==> src/rtl/laser_job_sched.sv <==
// laser_job_sched: two-requester job scheduler for the laser search engine.
// Buffers 40 points, streams them to the engine, then returns the result or a timeout error.
// Ports:
//   CLK, RST_N            clock, async active-low reset
//   REQ_VALID/REQ_READY   per-requester point handshake
//   REQ_X0/Y0, REQ_X1/Y1  requester points
//   ENG_RST, ENG_X/Y      engine reset and point stream
//   ENG_DONE, ENG_C*      engine result
//   RSP_*                 result handshake {C2Y,C2X,C1Y,C1X}, id, error
//   BUSY                  high whenever not idle
module laser_job_sched #(
  parameter logic [19:0] TIMEOUT = 20'd40000
) (
  input  logic        CLK,
  input  logic        RST_N,
  input  logic [1:0]  REQ_VALID,
  output logic [1:0]  REQ_READY,
  input  logic [3:0]  REQ_X0,
  input  logic [3:0]  REQ_Y0,
  input  logic [3:0]  REQ_X1,
  input  logic [3:0]  REQ_Y1,
  output logic        ENG_RST,
  output logic [3:0]  ENG_X,
  output logic [3:0]  ENG_Y,
  input  logic        ENG_DONE,
  input  logic [3:0]  ENG_C1X,
  input  logic [3:0]  ENG_C1Y,
  input  logic [3:0]  ENG_C2X,
  input  logic [3:0]  ENG_C2Y,
  output logic        RSP_VALID,
  input  logic        RSP_READY,
  output logic        RSP_ID,
  output logic        RSP_ERR,
  output logic [15:0] RSP_C,
  output logic        BUSY
);

  typedef enum logic [2:0] {
    IDLE, LOAD, FEED, WAIT, RESP
  } state_t;

  state_t      state, nxt;
  logic        grant, last;
  logic [5:0]  idx;
  logic [19:0] cnt, cnt_inc;
  logic [7:0]  pbuf [40];
  logic [7:0]  acc_pt;
  logic        acc, last_idx, expire, pick;

  assign acc      = (state == LOAD) && REQ_VALID[grant];
  assign last_idx = (idx == 6'd39);
  assign expire   = (cnt >= TIMEOUT - 20'd1);
  assign cnt_inc  = (&cnt) ? cnt : cnt + 20'd1;
  assign acc_pt   = grant ? {REQ_X1, REQ_Y1}
                          : {REQ_X0, REQ_Y0};
  // on a tie the requester not served last wins
  assign pick     = (REQ_VALID == 2'b11) ? ~last
                                         : REQ_VALID[1];
  assign RSP_ID   = grant;

  always_ff @(posedge CLK or negedge RST_N) begin
    if (!RST_N) state <= IDLE;
    else        state <= nxt;
  end

  always_comb begin
    nxt       = state;
    REQ_READY = 2'b00;
    ENG_RST   = 1'b1;
    ENG_X     = 4'h0;
    ENG_Y     = 4'h0;
    RSP_VALID = 1'b0;
    BUSY      = 1'b1;
    unique case (state)
      IDLE: begin
        BUSY = 1'b0;
        if (|REQ_VALID) nxt = LOAD;
      end
      LOAD: begin
        REQ_READY = grant ? 2'b10 : 2'b01;
        if (acc && last_idx) nxt = FEED;
      end
      FEED: begin
        ENG_RST = 1'b0;
        ENG_X   = pbuf[idx][7:4];
        ENG_Y   = pbuf[idx][3:0];
        if (last_idx) nxt = WAIT;
      end
      WAIT: begin
        ENG_RST = 1'b0;
        if (ENG_DONE || expire) nxt = RESP;
      end
      RESP: begin
        RSP_VALID = 1'b1;
        if (RSP_READY) nxt = IDLE;
      end
      default: nxt = IDLE;
    endcase
  end

  always_ff @(posedge CLK or negedge RST_N) begin
    if (!RST_N) begin
      grant   <= 1'b0;
      last    <= 1'b1;
      idx     <= 6'd0;
      cnt     <= 20'd0;
      RSP_C   <= 16'h0;
      RSP_ERR <= 1'b0;
    end else begin
      unique case (state)
        IDLE: if (|REQ_VALID) begin
          grant <= pick;
          idx   <= 6'd0;
        end
        LOAD: if (acc) begin
          idx <= last_idx ? 6'd0 : idx + 6'd1;
          if (last_idx) cnt <= 20'd0;
        end
        FEED: begin
          idx <= idx + 6'd1;
          cnt <= cnt_inc;
        end
        WAIT: begin
          cnt <= cnt_inc;
          // a result arriving on the expiry cycle still counts
          if (ENG_DONE) begin
            RSP_C   <= {ENG_C2Y, ENG_C2X,
                        ENG_C1Y, ENG_C1X};
            RSP_ERR <= 1'b0;
          end else if (expire) begin
            RSP_C   <= 16'h0;
            RSP_ERR <= 1'b1;
          end
        end
        RESP: if (RSP_READY) last <= grant;
        default: ;
      endcase
    end
  end

  // point buffer needs no reset: every job rewrites all 40 entries
  always_ff @(posedge CLK) begin
    if (acc) pbuf[idx] <= acc_pt;
  end

endmodule

==> config.mk <==
export PLATFORM = sky130hd
export DESIGN_NAME = laser_job_sched
export DESIGN_NICKNAME = d
export VERILOG_FILES = /design/src/rtl/laser_job_sched.sv
export SDC_FILE = /design/constraint.sdc
export NUM_CORES = 1
export LEC_CHECK = 0
export ABC_AREA = 1
export CAP_MARGIN = 20
export CORE_UTILIZATION = 50
export CTS_CLUSTER_DIAMETER = 120
export DETAILED_ROUTE_END_ITERATION = 7
export PLACE_DENSITY = 0.66
export SKIP_CTS_REPAIR_TIMING = 1
export SLEW_MARGIN = 0
export SYNTH_ARGS = -nofsm -noshare
export SYNTH_HDL_FRONTEND = slang
export SYNTH_SLANG_ARGS = --single-unit
==> constraint.sdc <==
create_clock -name CLK -period 1.9 [get_ports CLK]
set_input_delay 0.38 -clock CLK [delete_from_list [all_inputs] [get_ports CLK]]
set_output_delay 0.38 -clock CLK [all_outputs]
set_load 0.01 [all_outputs]
==> reports/results.txt, run 1 <==
The number of flops mapped to enable cells by yosys works out to 320. Leaving out fill and tap cells, the most frequent cell in the layout is nand2_1. Synthesis instantiated 39 different standard cells from the library. Headroom to the max-slew limit came out at 52.1%.

During synthesis, Yosys emitted a total of 0 warnings. In this run the clock root is driven by a clkbuf_16. For the final wirelength, the log shows 46900 um. The critical path contains buffers and inverters numbering 3 combined. Setup repair after global routing could not meet its margin everywhere. The count of final setup violators was 359.

The die covers 34300 um2. Synthesis inferred 368 register bits. The signal on the critical path passes through nor2_2, buf_12, buf_4, nand3_1, nand2_1, nor2_1, nand2_1, nand2_1, nand2_4, nor2_4, nor2_4, buf_6. For this run, the slowest stage of the critical path takes 490 ps. STA classifies the critical path startpoint as a flip-flop. The final design utilization is 67.4%, and the number of buffers created by CTS is 39. Dividing the detail-routed wire length by the instance count gives 19.1 um. TritonCTS built the clock tree.

The detailed router's first-iteration violation count is 1170. The run gives 1785 as the synthesized netlist net count. The start-to-end type of the worst setup path is reg2out. Fill cells in the final layout number 2426.

Compared with the post-synthesis result, the final layout area differs by 31.5%. Synthesis produced a netlist whose cell count is 1745. The clock passes through at most 3 buffers. The internal portion of the total power is 18.9 mW. The repair_antennas step left the layout with diodes totalling 0. The congestion estimate from routability-driven global placement came to 0.864. The number of pins with negative max-slew slack in the final report was 0. Top cell family by delay on the critical path: simple AND/OR/NAND/NOR gates.

The core area was 32800 um2. In this run the count of I/O pins placed on the die edge is 69. For this design, the slowest cell found on the critical path is dfrtp_2.

Number of endpoints with negative hold slack in the final report: 0. Of all nets on the critical path, the largest fanout is 8. The logs give 66 for the floorplan row count and 16800 um2 for the cell area after synthesis.

After Yosys synthesis, XOR and XNOR cells account for 0.574% of the synthesized area. Shortest clock period the worst path allows after layout: 2830 ps. The most repeated library cell on the critical path is nand2_1. The run finished, with violations left. The via count of the first global-routing pass came out at 12000. The wire length of the first global-routing pass is 66000 um. STA puts the critical path data arrival time at 2450 ps. The worst hold path belongs to the class in2async.

The count of nets after finishing was 2028; the chip height was 185 um. The design draws 29.8 mW. The top cell types in the final layout, fill and taps aside, are nand2_1 (725), edfxtp_1 (320), inv_1 (160), nand3_1 (117), buf_4 (86). The logs give 27700 um for the detailed placer's ending HPWL and 540 ps for the clock latency on the worst-skew pair.

The tools report the power spent charging and discharging nets as 10.9 mW. Number of antenna violations at the first check in global routing: 0. The tools report the part of the total power dissipated in combinational logic as 41.4%. The logs give 5 for the number of iterations in the first detailed-routing pass and 51.2% for the initial cell density of the core. The tools report the via count of the routed design as 13000.

The fraction of synthesis flops using an asynchronous set or reset pin was 13.0%. The worst IR drop on VDD was 0.637 mV; the fmax was 353 MHz. The checks that failed: negative setup slack. The capturing element type of the critical path was a primary output. The tools report the total congestion overflow as 0. The dominant combinational cell family by area after synthesis was simple AND/OR/NAND/NOR gates. Most instantiated flip-flop cell in the synthesis netlist: edfxtp_1. The synthesized-area fraction occupied by and/or/nand/nor cells was 25.9%; the post-synthesis share of cell area spent on full adders, half adders and majority gates was 0.149%. Net switching is 36.7% of the power. The synthesized netlist devotes 2.66% of its cell area to compound gates.

In this run the remaining antenna-violating nets after routing total 0. The tools report the clock network fraction of total power as 24.0%. The horizontal die dimension was 185 um; the per-cell via count in the routed design was 5.28. The final clock period utilization by the worst path works out to 149%. The portion of total power attributed to sequential cells is 34.7%. Clock-pin slew was measured on the worst setup and hold paths at 60 ps.

CTS built an H-tree with a depth of 2. Entering global routing, the biggest net connects 49 pins. The multiplexer share of the synthesized area was 0%; the total DRC errors in the routed layout was 0. STA puts the critical path data required time at 1520 ps. In this run the power density over the cells is 1350 nW/um2. Final setup skew: 19.9 ps.

Counting every sink on the clock net gives 368. Across the run, the number of max-cap violations was 0. The slew of the pin with the lowest slew margin works out to 717 ps.

Each instance of the synthesized netlist takes up on average 9.63 um2. The minimum setup slack in the final design was -933 ps. Sequential cells were found to cover 64.4% of the synthesized design area. The fraction of final layout cells with drive strength greater than 1 was 23.9%; the overall track demand over capacity in global routing was 25.5%.

Count of buffers from port buffering: 68. In this run the static leakage power is 9.48 nW.
through the flow:
stage / hold slack, ps / cells / setup TNS (ps) / worst slack (ps) / instance area (um2)
after global placement: 395 / 2351 / -121530 / -950 / 19200
after global routing: 414 / 2460 / -71440 / -1030 / 22100
final: 383 / 2460 / -47780 / -933 / 22100
after floorplan: 84.4 / 1745 / -5500 / -62.1 / 16800
after detailed placement: 396 / 2351 / -118540 / -974 / 19200
after CTS: -160 / 2422 / -40330 / -1540 / 20400
worst paths after layout:
path / start / to / slack (ps) / cells after the start
worst max-delay path: idx[1]$_DFFE_PN0P_ / ENG_X[3] / -930 / 12
worst min-delay path: RST_N / RSP_C[12]$_DFFE_PN0P_ / 380 / 3
worst max register to register: idx[0]$_DFFE_PN0P_ / cnt[3]$_DFFE_PN0P_ / -450 / 14
worst min register to register: RSP_C[8]$_DFFE_PN0P_ / RSP_C[8]$_DFFE_PN0P_ / 480 / 2
max in group asynchronous: RST_N / last$_DFFE_PN1P_ / 1230 / 3
min in group CLK: ENG_C1Y[1] / RSP_C[5]$_DFFE_PN0P_ / 420 / 3
flip-flops by register name, indices dropped and copies added (netlist names):
register / cells
pbuf: 320
cnt: 20
RSP_C: 16
idx: 6
state: 3
RSP_ERR: 1
RSP_ID: 1
last: 1
synth_stat cells, types with 2 or more instances:
library cell | n | share of area, %
buf_1 | 7 | 0.16
buf_12 | 2 | 0.24
buf_2 | 38 | 1.1
buf_4 | 9 | 0.40
buf_6 | 5 | 0.34
clkbuf_1 | 13 | 0.29
dfrtp_1 | 47 | 7.0
edfxtp_1 | 320 | 57
ha_1 | 2 | 0.15
inv_1 | 161 | 3.6
inv_2 | 6 | 0.13
nand2_1 | 771 | 17
nand2_2 | 20 | 0.74
nand2_4 | 2 | 0.13
nand3_1 | 137 | 4.1
nand3b_1 | 2 | 0.089
nand4_1 | 8 | 0.30
nor2_1 | 94 | 2.1
nor2_2 | 4 | 0.15
nor2_4 | 2 | 0.13
nor3_1 | 8 | 0.24
nor3_2 | 2 | 0.12
o21ai_0 | 26 | 0.77
o21ai_1 | 4 | 0.12
o21ai_2 | 29 | 1.5
o21bai_1 | 2 | 0.089
or2_2 | 2 | 0.074
xor2_1 | 11 | 0.57
power groups by stage:
| stage | clock (mW) | combinational, mW | sequential, mW |
|---|---|---|---|
| global route | 7.54 | 13.2 | 10.4 |
| global placement | 0 | 9.71 | 10.4 |
| detailed placement | 0 | 9.81 | 10.5 |
| floorplan | 0 | 5.53 | 10.5 |
| finish | 7.14 | 12.3 | 10.3 |
| CTS | 7.26 | 9.88 | 10.3 |
metal layers:
| layer | wire length [um] | vias up | GRT usage [%] |
|---|---|---|---|
| met5 | 0 | - | 0 |
| met4 | 1480 | 0 | 8.20 |
| met3 | 3330 | 105 | 3.52 |
| met2 | 22700 | 497 | 41.2 |
| met1 | 19400 | 6250 | 35.8 |
| li1 | - | 6128 | - |
logic make-up after synthesis:
kind of cell / after synthesis
compound gates: 64
xor+xnor: 11
fa+ha+maj: 2
buf+inv: 243
flops: 368
simple gates: 1057
worst min-delay path, cell delays in order:
cell and delay [ps]:
dlygate4sd3_1 520, buf_2 120, buf_12 250
layout make-up:
| type | count | area (um2) | area share (%) |
|---|---|---|---|
| Sequential cell | 368 | 10800 | 49.0 |
| Multi-Input combinational cell | 1137 | 5770 | 26.1 |
| Timing Repair Buffer | 273 | 3110 | 14.1 |
| Clock buffer | 49 | 1010 | 4.59 |
| Inverter | 169 | 664 | 3.01 |
| Tap cell | 442 | 553 | 2.50 |
| Clock inverter | 22 | 171 | 0.776 |
Power figures use the tool's default switching activity.
==> inputs of run 2 (changes only) <==
--- a/config.mk
+++ b/config.mk
@@ -10,6 +10,7 @@
 export CORE_UTILIZATION = 50
 export CTS_CLUSTER_DIAMETER = 120
 export DETAILED_ROUTE_END_ITERATION = 7
+export HOLD_SLACK_MARGIN = 0.05
 export PLACE_DENSITY = 0.66
 export SKIP_CTS_REPAIR_TIMING = 1
 export SLEW_MARGIN = 0
==> results of run 2 <==
The final DEF is identical to that of run 1; final timing and power are the same.
